**src/rtl/fifo_wr_arbiter.sv**
```systemverilog
// Round-robin burst arbiter feeding a downstream FIFO write port.
// Grants one word per cycle while the FIFO has room, holding a burst owner until last/limit/timeout.
module fifo_wr_arbiter #(
   parameter int unsigned WIDTH = 4,
   parameter int unsigned NREQ  = 4,
   parameter int unsigned DEPTH = 8,
   parameter int unsigned BURST = 4,
   parameter int unsigned TMO   = 8
) (
   input  logic                    clk,
   input  logic                    rst,
   input  logic [NREQ-1:0]         req,
   input  logic [NREQ*WIDTH-1:0]   req_data,
   input  logic [NREQ-1:0]         req_last,
   output logic [NREQ-1:0]         gnt,
   output logic                    wr_en,
   output logic [WIDTH-1:0]        buf_in,
   input  logic [3:0]              fifo_counter,
   output logic [$clog2(NREQ)-1:0] owner,
   output logic                    busy,
   output logic                    burst_abort
);

   localparam int unsigned OW = $clog2(NREQ);
   localparam int unsigned BW = $clog2(BURST + 1);
   localparam int unsigned TW = $clog2(TMO + 1);

   typedef enum logic {
      S_IDLE  = 1'b0,
      S_BURST = 1'b1
   } state_t;

   state_t          r_state;
   state_t          w_state_nxt;
   logic [OW-1:0]   r_rr_ptr;
   logic [OW-1:0]   w_rr_ptr_nxt;
   logic [OW-1:0]   r_owner;
   logic [OW-1:0]   w_owner_nxt;
   logic [BW-1:0]   r_beat;
   logic [BW-1:0]   w_beat_nxt;
   logic [TW-1:0]   r_idle;
   logic [TW-1:0]   w_idle_nxt;
   logic            r_abort;
   logic            w_abort_nxt;
   logic            r_wr_en;
   logic [WIDTH-1:0] r_buf_in;

   logic [31:0]     w_fill;
   logic            w_accept_ok;
   logic            w_any;
   logic [OW-1:0]   w_winner;
   logic [OW-1:0]   w_scan;
   logic [OW-1:0]   w_sel;
   logic            w_cand;
   logic            w_accept;
   logic [WIDTH-1:0] w_data;

   // Modulo-NREQ increment, safe for non-power-of-two requester counts
   function automatic logic [OW-1:0] wrap_inc(input logic [OW-1:0] p);
      return (32'(p) == NREQ - 1) ? '0 : OW'(32'(p) + 32'd1);
   endfunction

   // Room check counts the write already in flight
   always_comb begin
      w_fill      = 32'(fifo_counter) + 32'(r_wr_en);
      w_accept_ok = (w_fill < 32'(DEPTH - 1));
   end

   // First requester at or after rr_ptr
   always_comb begin
      w_any    = 1'b0;
      w_winner = '0;
      w_scan   = r_rr_ptr;
      for (int k = 0; k < int'(NREQ); k++) begin
         if (!w_any && req[w_scan]) begin
            w_any    = 1'b1;
            w_winner = w_scan;
         end
         w_scan = wrap_inc(w_scan);
      end
   end

   // Next-state and grant logic
   always_comb begin
      w_state_nxt  = r_state;
      w_rr_ptr_nxt = r_rr_ptr;
      w_owner_nxt  = r_owner;
      w_beat_nxt   = r_beat;
      w_idle_nxt   = r_idle;
      w_abort_nxt  = 1'b0;
      gnt          = '0;

      w_sel    = (r_state == S_IDLE) ? w_winner : r_owner;
      w_cand   = (r_state == S_IDLE) ? w_any : req[r_owner];
      w_accept = !rst && w_cand && w_accept_ok;
      w_data   = req_data[32'(w_sel) * WIDTH +: WIDTH];
      if (w_accept) begin
         gnt[w_sel] = 1'b1;
      end

      case (r_state)
         S_IDLE: begin
            if (w_accept) begin
               w_owner_nxt = w_winner;
               w_beat_nxt  = BW'(1);
               w_idle_nxt  = '0;
               if (req_last[w_winner] || (BURST == 1)) begin
                  w_rr_ptr_nxt = wrap_inc(w_winner);
               end else begin
                  w_state_nxt = S_BURST;
               end
            end
         end
         S_BURST: begin
            if (req[r_owner]) begin
               // FIFO-full stalls keep the idle counter cleared
               w_idle_nxt = '0;
               if (w_accept) begin
                  w_beat_nxt = r_beat + BW'(1);
                  if (req_last[r_owner] || ((32'(r_beat) + 32'd1) >= BURST)) begin
                     w_state_nxt  = S_IDLE;
                     w_rr_ptr_nxt = wrap_inc(r_owner);
                  end
               end
            end else if ((32'(r_idle) + 32'd1) >= TMO) begin
               w_state_nxt  = S_IDLE;
               w_abort_nxt  = 1'b1;
               w_idle_nxt   = '0;
               w_rr_ptr_nxt = wrap_inc(r_owner);
            end else begin
               w_idle_nxt = r_idle + TW'(1);
            end
         end
         default: begin
            w_state_nxt = S_IDLE;
         end
      endcase
   end

   always_ff @(posedge clk) begin
      if (rst) begin
         r_state  <= S_IDLE;
         r_rr_ptr <= '0;
         r_owner  <= '0;
         r_beat   <= '0;
         r_idle   <= '0;
         r_abort  <= 1'b0;
         r_wr_en  <= 1'b0;
         r_buf_in <= '0;
      end else begin
         r_state  <= w_state_nxt;
         r_rr_ptr <= w_rr_ptr_nxt;
         r_owner  <= w_owner_nxt;
         r_beat   <= w_beat_nxt;
         r_idle   <= w_idle_nxt;
         r_abort  <= w_abort_nxt;
         r_wr_en  <= w_accept;
         if (w_accept) begin
            r_buf_in <= w_data;
         end
      end
   end

   assign wr_en       = r_wr_en;
   assign buf_in      = r_buf_in;
   assign owner       = r_owner;
   assign busy        = (r_state == S_BURST);
   assign burst_abort = r_abort;

endmodule

```
**config.mk**
```make
export PLATFORM = sky130hd
export DESIGN_NAME = fifo_wr_arbiter
export DESIGN_NICKNAME = d
export VERILOG_FILES = /design/src/rtl/fifo_wr_arbiter.sv
export SDC_FILE = /design/constraint.sdc
export NUM_CORES = 1
export LEC_CHECK = 0
export CORE_UTILIZATION = 35
export DETAILED_ROUTE_END_ITERATION = 12
export GPL_TIMING_DRIVEN = 0
export PLACE_DENSITY_LB_ADDON = 0.12
export SYNTH_ARGS = -nofsm -noshare
export SYNTH_HDL_FRONTEND = slang
export SYNTH_SLANG_ARGS = --single-unit
```
**constraint.sdc**
```tcl
create_clock -name clk -period 5 [get_ports clk]
set_clock_uncertainty 0.15 [all_clocks]
set_input_delay 1.25 -clock clk [delete_from_list [all_inputs] [get_ports clk]]
set_output_delay 1.25 -clock clk [all_outputs]
set_load 0.02 [all_outputs]
```
==> flow_metrics.py <==
metrics = {
    "cells_and_area": {
        "area_delta_synth_final_pct": 36.52,
        "finish.utilization_pct": 50.14,
        "antenna_cells": 0,
        "fillCellCount": 432,
        "layout.cells.non_filler": 288,
        "postLayoutCellArea_um2": 2198,
        "layout_common_cells": "clkdlybuf4s50_1 (34), nor2_1 (24), dfxtp_1 (18)",
        "drive_gt1_share_pct": 16.10,
        "layout_commonest_cell": "clkdlybuf4s50_1",
        "nets": 275,
    },
    "timing": {
        "setup_ws_ns": 0.08188,
        "worst_pin_slew_ns": 0.5565,
        "period_minus_slack_ns": 4.918,
        "post-route-period-util_pct": 98.36,
        "slew_viol_final": 0,
        "setup_viol": 0,
        "finalHoldViolCount": 0,
        "rsz0062_at_grt": "no",
        "fmax_mhz": 203.3,
        "maxSlewHeadroom_pct": 62.90,
    },
    "synthesis": {
        "synth_area_um2": 1610,
        "synth_mux_area_share_pct": 17.56,
        "syn_avg_cell_area_um2": 8.611,
        "syn_inst": 187,
        "synthDistinctLibCells": 53,
        "ys_seq_elements": 18,
        "syn-num-nets": 225,
        "synthAdderAreaFrac_pct": 6.216,
        "synth_top_family_by_area": "compound AO/OA/AOI/OAI gates",
        "synth_simple_gate_area_share_pct": 23.31,
        "synth_xor_area_share_pct": 0.5439,
        "synth-compound-area-share_pct": 24.09,
        "async_flop_share_pct": 0,
        "yosysSeqAreaShare_pct": 22.38,
        "synth_ff_type": "dfxtp_1",
        "synth_edf_count": 0,
        "yosys_warnings": 0,
    },
    "routing": {
        "wire_per_inst_um": 14.63,
        "post-route-drc-count": 0,
        "wirelength_mm": 4.214,
        "vias": 1568,
        "drtAntennaViolNets": 0,
        "drtPass1Iterations": 4,
        "via_per_inst": 5.444,
        "drtIter0Drc": 82,
    },
    "global_route": {
        "overflow": 0,
        "grt_start_max_net_pins": 11,
        "grt_usage_pct": 18.05,
        "antenna_found_initial": 0,
        "grt_pass1_wl_mm": 7.107,
        "grt_pass1_vias": 1479,
    },
    "setup_path": {
        "required_ns": 3.60,
        "critical_path_arrival_ns": 3.52,
        "path_class": "input pin to primary output",
        "end_kind": "primary output",
        "cp-start-kind": "input pin",
        "worst-path-max-fanout": 8,
    },
    "floorplanning": {
        "die_y_um": 69.83,
        "initial_core_util_pct": 36.73,
        "dieWidth_um": 69.83,
        "ios": 43,
        "fp-row-count": 24,
        "core_um2": 4384,
        "dieArea_um2": 4876,
    },
    "power": {
        "p_total_uw": 653.8,
        "p_leak_uw": 0.0008722,
        "ir_worst_vdd_v": 0.0001395,
        "p_per_area_nw_per_um2": 297.4,
    },
    "placed_design": {
        "dp_hpwl_mm": 3.143,
        "io_buffers": 42,
        "dp_cells": 281,
        "globalplace.congestion": 0.7638,
        "detailedPlace.worstSlack_ns": -0.7675,
        "placed_area_um2": 2096,
    },
    "clock_tree": {
        "cts_buffer_depth": 2,
        "cts-root-buf": "clkbuf_8",
        "cts_buffers": 3,
        "clkSlewWorstSetupHoldPaths_ns": 0.08,
        "clock_latency_ns": 0.26,
        "clkSinkCount": 18,
        "cts.hold.buffers_added": 0,
        "cts_tree": "built",
        "cts_max_level": 1,
    },
    "status": {
        "run_status": "complete, no violations",
    },
    "flow_run": {
        "drv_cap": 0,
    },
    "hold_path": {
        "hp-class": "flip-flop to flip-flop",
    },
}
[cell families (layout without fill, tap and decap cells)]
logic type,Yosys count,count (layout)
flip-flops,18,18
AND/OR/NAND/NOR,71,71
adder cells (fa/ha/maj),8,8
XOR/XNOR,1,1
multiplexers,24,24
AO/OA/AOI/OAI,45,45
buffers and inverters,20,69
[critical path, stage by stage]
cell	delay (ns)
dlygate4sd2_1	0.33
mux2_2	0.31
mux2_4	0.31
a2111o_1	0.42
a21oi_4	0.27
o31a_1	0.25
nor2_1	0.06
dlygate4sd2_1	0.32
[metal layers]
metal,vias up,GRT usage (%),routed length (um)
met4,0,4.000,42
met1,720,26.43,2178
met2,45,27.78,1826
met3,5,2.762,167
met5,-,0,0
li1,798,-,-
[through the flow]
stage	hold slack [ns]	setup TNS, ns
floorplan	0.3160	0
global placement	0.3322	-1.969
detailed placement	0.3410	-2.001
CTS	0.3521	0
global route	0.3839	0
finish	0.3499	0
[state kept, by name, summed over array words and instances, names as in the netlist]
signal	flops
buf_in	4
r_beat	3
owner	2
busy	1
burst_abort	1
r_idle	4
wr_en	1
r_rr_ptr	2
[path summary, 6_finish.rpt]
check                   start     endpoint  slack (ns)  cells past startpoint
setup / recovery       req[3]       gnt[1]        0.08                      8
hold / removal      r_idle[3]    r_idle[3]        0.35                      1
setup reg to reg  r_rr_ptr[1]  r_rr_ptr[0]        1.55                     11
hold reg to reg     r_idle[3]    r_idle[3]        0.35                      1
[where the power goes]
| group | total (uW) | internal [uW] | switching [uW] |
|---|---|---|---|
| Combinational | 361 | 175 | 186 |
| Clock | 127 | 70.2 | 57.0 |
| Sequential | 165 | 155 | 10.5 |
| Total | 654 | 400 | 253 |
[what timing repair did]
| item | CTS | global route |
|---|---|---|
| cloned | 0 | 0 |
| pin swaps | 2 | 3 |
| hold endpoints to repair | 0 | 0 |
| gates resized for setup | 17 | 3 |
| setup endpoints to repair | 4 | 2 |
| setup buffers | 4 | 0 |
[synthesized netlist by cell type (5+ instances only)]
cell type  count  area (um2)
inv_1          8       30.03
dfxtp_1       18       360.4
mux2i_1       14       140.1
nor2_1        24       90.09
a21oi_1        7       35.03
nand2b_1       8       50.05
nand2_1       11       41.29
ha_1           8       100.1
nand3_1        5       25.02
[cell type report]
type	count	area, um2	area share [%]
Clock buffer	4	55.05	2.504
Tap cell	52	65.06	2.960
Sequential cell	18	360.3	16.39
Inverter	9	33.78	1.537
Buffer	10	62.56	2.846
Multi-Input combinational cell	149	1182	53.78
Timing Repair Buffer	46	439.2	19.98
Note: power is estimated with default switching activity, not from simulation.
